--- src/rtl/line_mem_server.sv ---
`default_nettype none
// line_mem_server: line store for the rotation controller; LOAD from a stream, SERVE line reads/writes, DUMP to a stream.
// Optional LINE_MEM_PARITY_EN: each entry carries an even-parity bit that is checked on every SERVE/DUMP read.
module line_mem_server #(
    parameter int LINE_W = 25,
    parameter int DEPTH  = 64,
    parameter int ADDR_W = 6
) (
    input  logic              clk,
    input  logic              rst_n,
    input  logic              start_i,
    input  logic              in_valid_i,
    input  logic [LINE_W-1:0] in_data_i,
    output logic              in_ready_o,
    input  logic              rd_req_i,
    output logic              rd_ack_o,
    output logic [LINE_W-1:0] line_o,
    output logic [ADDR_W-1:0] line_idx_o,
    input  logic              wr_req_i,
    input  logic [LINE_W-1:0] wr_data_i,
    output logic              wr_ack_o,
    output logic              done_o,
    output logic              out_valid_o,
    output logic [LINE_W-1:0] out_data_o,
    input  logic              out_ready_i,
    output logic              busy_o,
    output logic              err_o
);

`ifdef LINE_MEM_PARITY_EN
    localparam int MEM_W = LINE_W + 1;
`else
    localparam int MEM_W = LINE_W;
`endif
    localparam logic [ADDR_W-1:0] LAST = ADDR_W'(DEPTH - 1);

    typedef enum logic [1:0] {
        S_IDLE  = 2'd0,
        S_LOAD  = 2'd1,
        S_SERVE = 2'd2,
        S_DUMP  = 2'd3
    } state_t;

    state_t            state_q, state_d;
    logic [ADDR_W-1:0] wr_ptr_q, wr_ptr_d;
    logic [ADDR_W-1:0] rd_ptr_q, rd_ptr_d;
    logic [ADDR_W-1:0] out_ptr_q, out_ptr_d;
    logic              rd_ack_q, rd_ack_d;
    logic              wr_ack_q, wr_ack_d;
    logic              done_q, done_d;
    logic              out_valid_q, out_valid_d;
    logic              err_q, err_d;
    logic [LINE_W-1:0] line_q, line_d;
    logic [ADDR_W-1:0] line_idx_q, line_idx_d;
    logic [LINE_W-1:0] out_data_q, out_data_d;

    logic [MEM_W-1:0]  mem [DEPTH];
    logic              mem_we;
    logic [ADDR_W-1:0] mem_waddr;
    logic [MEM_W-1:0]  mem_wdata;
    logic [MEM_W-1:0]  rd_entry;
    logic [MEM_W-1:0]  out_entry;
    logic [ADDR_W-1:0] out_raddr;
    logic              rd_par_err;
    logic              out_par_err;

    function automatic logic [MEM_W-1:0] encode(input logic [LINE_W-1:0] d);
`ifdef LINE_MEM_PARITY_EN
        return {^d, d};
`else
        return d;
`endif
    endfunction

    // While a line is presented, the next fetch targets the following slot.
    assign out_raddr = out_valid_q ? out_ptr_q + ADDR_W'(1) : out_ptr_q;
    assign rd_entry  = mem[rd_ptr_q];
    assign out_entry = mem[out_raddr];

`ifdef LINE_MEM_PARITY_EN
    assign rd_par_err  = ^rd_entry;
    assign out_par_err = ^out_entry;
`else
    assign rd_par_err  = 1'b0;
    assign out_par_err = 1'b0;
`endif

    always_comb begin
        state_d     = state_q;
        wr_ptr_d    = wr_ptr_q;
        rd_ptr_d    = rd_ptr_q;
        out_ptr_d   = out_ptr_q;
        rd_ack_d    = 1'b0;
        wr_ack_d    = 1'b0;
        done_d      = 1'b0;
        out_valid_d = out_valid_q;
        err_d       = err_q;
        line_d      = line_q;
        line_idx_d  = line_idx_q;
        out_data_d  = out_data_q;
        mem_we      = 1'b0;
        mem_waddr   = wr_ptr_q;
        mem_wdata   = encode(in_data_i);

        case (state_q)
            S_IDLE: begin
                if (start_i) begin
                    state_d   = S_LOAD;
                    err_d     = 1'b0;
                    wr_ptr_d  = '0;
                    rd_ptr_d  = '0;
                    out_ptr_d = '0;
                end
            end
            S_LOAD: begin
                if (in_valid_i) begin
                    mem_we   = 1'b1;
                    wr_ptr_d = wr_ptr_q + ADDR_W'(1);
                    if (wr_ptr_q == LAST) state_d = S_SERVE;
                end
            end
            S_SERVE: begin
                // The read samples the array before this edge's write lands: read-before-write.
                if (rd_req_i) begin
                    rd_ack_d   = 1'b1;
                    line_d     = rd_entry[LINE_W-1:0];
                    line_idx_d = rd_ptr_q;
                    rd_ptr_d   = rd_ptr_q + ADDR_W'(1);
                    if (rd_par_err) err_d = 1'b1;
                end
                if (wr_req_i) begin
                    mem_we    = 1'b1;
                    mem_wdata = encode(wr_data_i);
                    wr_ack_d  = 1'b1;
                    wr_ptr_d  = wr_ptr_q + ADDR_W'(1);
                    if (wr_ptr_q == LAST) begin
                        done_d  = 1'b1;
                        state_d = S_DUMP;
                    end
                end
            end
            S_DUMP: begin
                if (!out_valid_q) begin
                    out_valid_d = 1'b1;
                    out_data_d  = out_entry[LINE_W-1:0];
                    if (out_par_err) err_d = 1'b1;
                end else if (out_ready_i) begin
                    if (out_ptr_q == LAST) begin
                        out_valid_d = 1'b0;
                        out_ptr_d   = '0;
                        state_d     = S_IDLE;
                    end else begin
                        out_ptr_d  = out_ptr_q + ADDR_W'(1);
                        out_data_d = out_entry[LINE_W-1:0];
                        if (out_par_err) err_d = 1'b1;
                    end
                end
            end
            default: state_d = S_IDLE;
        endcase

        if ((rd_req_i || wr_req_i) && (state_q != S_SERVE)) err_d = 1'b1;
    end

    always_ff @(posedge clk or negedge rst_n) begin
        if (!rst_n) begin
            state_q     <= S_IDLE;
            wr_ptr_q    <= '0;
            rd_ptr_q    <= '0;
            out_ptr_q   <= '0;
            rd_ack_q    <= 1'b0;
            wr_ack_q    <= 1'b0;
            done_q      <= 1'b0;
            out_valid_q <= 1'b0;
            err_q       <= 1'b0;
            line_q      <= '0;
            line_idx_q  <= '0;
            out_data_q  <= '0;
        end else begin
            state_q     <= state_d;
            wr_ptr_q    <= wr_ptr_d;
            rd_ptr_q    <= rd_ptr_d;
            out_ptr_q   <= out_ptr_d;
            rd_ack_q    <= rd_ack_d;
            wr_ack_q    <= wr_ack_d;
            done_q      <= done_d;
            out_valid_q <= out_valid_d;
            err_q       <= err_d;
            line_q      <= line_d;
            line_idx_q  <= line_idx_d;
            out_data_q  <= out_data_d;
        end
    end

    always_ff @(posedge clk) begin
        if (mem_we) mem[mem_waddr] <= mem_wdata;
    end

    assign in_ready_o  = (state_q == S_LOAD);
    assign busy_o      = (state_q != S_IDLE);
    assign rd_ack_o    = rd_ack_q;
    assign line_o      = line_q;
    assign line_idx_o  = line_idx_q;
    assign wr_ack_o    = wr_ack_q;
    assign done_o      = done_q;
    assign out_valid_o = out_valid_q;
    assign out_data_o  = out_data_q;
    assign err_o       = err_q;

endmodule
`default_nettype wire

--- config.mk ---
export PLATFORM = sky130hd
export DESIGN_NAME = line_mem_server
export DESIGN_NICKNAME = d
export VERILOG_FILES = /design/src/rtl/line_mem_server.sv
export SDC_FILE = /design/constraint.sdc
export NUM_CORES = 2
export LEC_CHECK = 0
export ABC_AREA = 1
export CORE_ASPECT_RATIO = 1.25
export CORE_MARGIN = 2
export CORE_UTILIZATION = 30
export DETAILED_ROUTE_END_ITERATION = 6
export MAX_ROUTING_LAYER = met4
export SYNTH_ARGS = -nofsm -noshare
export SYNTH_HDL_FRONTEND = slang
export SYNTH_SLANG_ARGS = --single-unit
export TNS_END_PERCENT = 10
--- constraint.sdc ---
create_clock -name clk -period 2.8 [get_ports clk]
set_input_delay 0.28 -clock clk [delete_from_list [all_inputs] [get_ports clk]]
set_output_delay 0.28 -clock clk [all_outputs]
set_load 0.1 [all_outputs]
==> results.tsv <==
stage	metric	value	unit
drt	vias post-DR	75872	
yosys	Post-Syn Area	0.0871	mm2
clocking	total CTS buffers	181	
setup_path	Critical Path Max Stage Delay	390	ps
clocking	CTS Buffer Depth	4	
yosys	cell taking the most area after synthesis	edfxtp_1	
layout	area grow syn2layout	18.3	%
outcome	status	finished with violations	
timing	final count of hold timing violations	0	
timing	min Tclk post-route	2790	ps
setup_path	CP delay by family, top	simple AND/OR/NAND/NOR gates	
yosys	Post-Syn Nets	10097	
yosys	Syn Inst Count	10033	
setup_path	crit path from	out_ptr_q[0]	
layout	final instance area	0.103	mm2
setup_path	Setup crit start kind	flip-flop	
clocking	CTS Root Cell	clkbuf_16	
yosys	Post-synth EDFFs	1600	
worst_hold_path	HP Class	input port to async pin	
timing	maximum achievable frequency	358	MHz
pwr	Tot Pwr	116	mW
yosys	synthesized area per cell	8.69	um2
timing	Worst Skew	66.2	ps
clocking	clk_lat worst skew	880	ps
floorplanning	Initial Util	30.1	%
yosys	Yosys reg bits	1681	
setup_path	CP required	3610	ps
pwr	P_leak	42.0	nW
layout	Fillers	28860	
layout	Storage cell area	0.0501	mm2
timing	Final period util	99.8	%
floorplanning	Die Footprint	0.295	mm2
yosys	Seq/Total Area, Yosys	57.5	%
layout	# nets final	10256	
global_routing	number of global-route vias before repair	71033	
drt	initial drt markers	9822	
outcome	failing checks	DRC	
setup_path	CP bufs+invs	2	
setup_path	Crit path top cell by count	nand3_1	
floorplanning	Row Count	221	
yosys	Yosys cell types	32	
layout	fin util	35.6	%
drt	Total Wirelength	350000	um
yosys	most frequent cell after synthesis	nand2_1	
pwr	Peak VDD IR	0.000811	V
setup_path	critical path's slowest cell	dfrtp_1	
layout	area of the multi-input gates	0.0288	mm2
placement	Post-Place Cell Area	0.0972	mm2
global_routing	All-Layer GR Usage	23.7	%
setup_path	Cell Chain, Critical Path	ha_1 > nand2_1 > o21ai_4 > buf_12 > buf_4 > nand3_1 > nand3_1 > nand3_1 > nand3_1 > nand3_1 > nand2_1 > nand2_1 > nand2_1	
yosys	dominant register cell in the synthesized netlist	edfxtp_1	
pwr	pwr/cell area	1130	mW/mm2
yosys	Area contributors post-synth	edfxtp_1 55%, nand3_1 12%, nand2_1 9.0%, inv_1 6.7%, o21ai_0 4.9%	
drt	DR WL/cell	24.8	um
flow_run	max cap viols	0	
clocking	clock-pin transition on the worst setup and hold timing paths	60	ps
timing	worst-margin pin slew	833	ps
timing	RSZ-0062 raised after global routing	true	
global_routing	largest net degree at the start of global routing	104	
global_routing	first-pass GRT wire length	497000	um
timing	Final Max Tran Viols	0	
floorplanning	Core Box Area	0.290	mm2
setup_path	Crit Path Max Fanout	24	
placement	port buffer count	119	
timing	Final setup viols	0	
drt	Avg Vias per Cell	5.37	
global_routing	initial antenna violation count	16	
setup_path	Setup CP Type	flip-flop to flip-flop	
timing	Final Hold Slack	55.1	ps
layout	share of layout cells above drive strength 1	9.87	%
yosys	Yosys warnings	0	
clocking	H-tree Lvls	4	
setup_path	worst reg2reg startpoint	out_ptr_q[0]	
floorplanning	io pins	120	
floorplanning	Die X	486	um
drt	DRC	1	
placement	hpwl dp	218000	um
floorplanning	Die Span Y	607	um
yosys	synth cell count leaders	2,078 x nand2_1, 2,074 x nand3_1, 1,600 x edfxtp_1	
timing	Worst slew margin	44.4	%
global_routing	GRT overflow	0	
clocking	CTS sink count	1681	
placement	GPL Wtd Cong	0.935	
drt	antenna violation net count after detailed routing	0	
setup_path	Worst setup EP type	flip-flop	
setup_path	crit path DAT	3610	ps
yosys	Post-synth ARST share	4.82	%
clocking	CTS tree	yes	
yosys	top cell type's share of synthesized area	55.1	%
drt	First-pass DRT Iterations	7	
setup_path	reg2reg setup slack	7	ps
worst register-to-register path, cell delays in order (launching register included):
cell     delay, ps
dfrtp_1        390
ha_1           320
nand2_1        100
o21ai_4        170
buf_12         250
buf_4          270
nand3_1        110
nand3_1        110
nand3_1        130
nand3_1        250
nand3_1        350
nand2_1        160
nand2_1         60
nand2_1         80
worst paths after layout:
kind,depth (start not counted),to
hold / removal,3,wr_ack_o
hold reg to reg,2,line_o[6]
max in group asynchronous,3,out_data_o[17]
setup / recovery,13,out_data_o[16]
setup reg to reg,13,out_data_o[16]
min in group clk,3,err_o
placed cells by master, fill, tap and decap left out, drive strengths merged, types with 2 or more instances in the layout:
master,n
diode,11
o22ai,89
ha,7
nor3,5
edfxtp,1600
bufinv,11
nor3b,2
clkinvlp,6
nand3,2074
clkinv,55
a21oi,652
buf,628
clkbuf,252
o21ai,857
nand3b,24
clkdlybuf4s50,55
dfrtp,81
nand4,56
nor2,181
nand2,2084
inv,1574
o211ai,34
sequential cells by signal, summed over array words and instances (netlist names):
name,flops
out_data_o,25
rd_ptr_q,6
state_q,2
done_o,1
mem_waddr,6
line_o,25
mem,1600
out_valid_o,1
out_ptr_q,6
line_idx_o,6
wr_ack_o,1
rd_ack_o,1
err_o,1
metal layers:
metal	part of all wire, %	vias up	GRT usage (%)	routed length, um
li1	-	34064	-	-
met1	36	36027	27.3	125000
met2	46	4575	37.5	162000
met3	10	1206	4.36	35200
met4	8.0	0	16.2	27900
met5	0	-	-	0
power breakdown:
group | switching [mW] | total, mW | internal [mW]
Sequential | 1.04 | 30.8 | 29.8
Clock | 10.3 | 23.8 | 13.5
Combinational | 43.0 | 61.5 | 18.4
Total | 54.4 | 116 | 61.7
cells by family (layout without fill, tap and decap cells):
| group | count (synthesis) | count (layout) | synth area share (%) |
|---|---|---|---|
| AND/OR/NAND/NOR | 4426 | 4426 | 22.3 |
| buffers and inverters | 2282 | 2582 | 10.4 |
| AO/OA/AOI/OAI | 1636 | 1636 | 9.65 |
| XOR/XNOR | 1 | 1 | 0.0101 |
| other | 0 | 11 | 0 |
| flip-flops | 1681 | 1681 | 57.5 |
| adder cells (fa/ha/maj) | 7 | 7 | 0.100 |
timing repair:
item | CTS | global route
buffers inserted | 0 | 0
hold buffers | 2 | 0
endpoints found under the hold margin | 81 | 0
setup endpoints to repair | 3 | 19
pin swaps | 1 | 0
gates resized for setup | 2 | 25
gates cloned | 0 | 3
through the flow:
stage	TNS, ps	cells	setup WS, ps
after global routing	-123	14133	-66.2
final	0	14135	6.94
after detailed placement	-101	13795	-69.2
after floorplan	0	10033	18.1
after global placement	-130	13795	-96.2
after CTS	0	14121	12.8
cell type report:
class                   count  area share [%]
clock inverters            75           0.647
well taps                3791            4.60
repair buffers            687            7.65
diodes                     11          0.0267
inverters                1571            5.76
multi-input cells        6070            27.9
clock buffers             249            4.86
flip-flops and latches   1681            48.6
(Power assumes the default switching activity.)
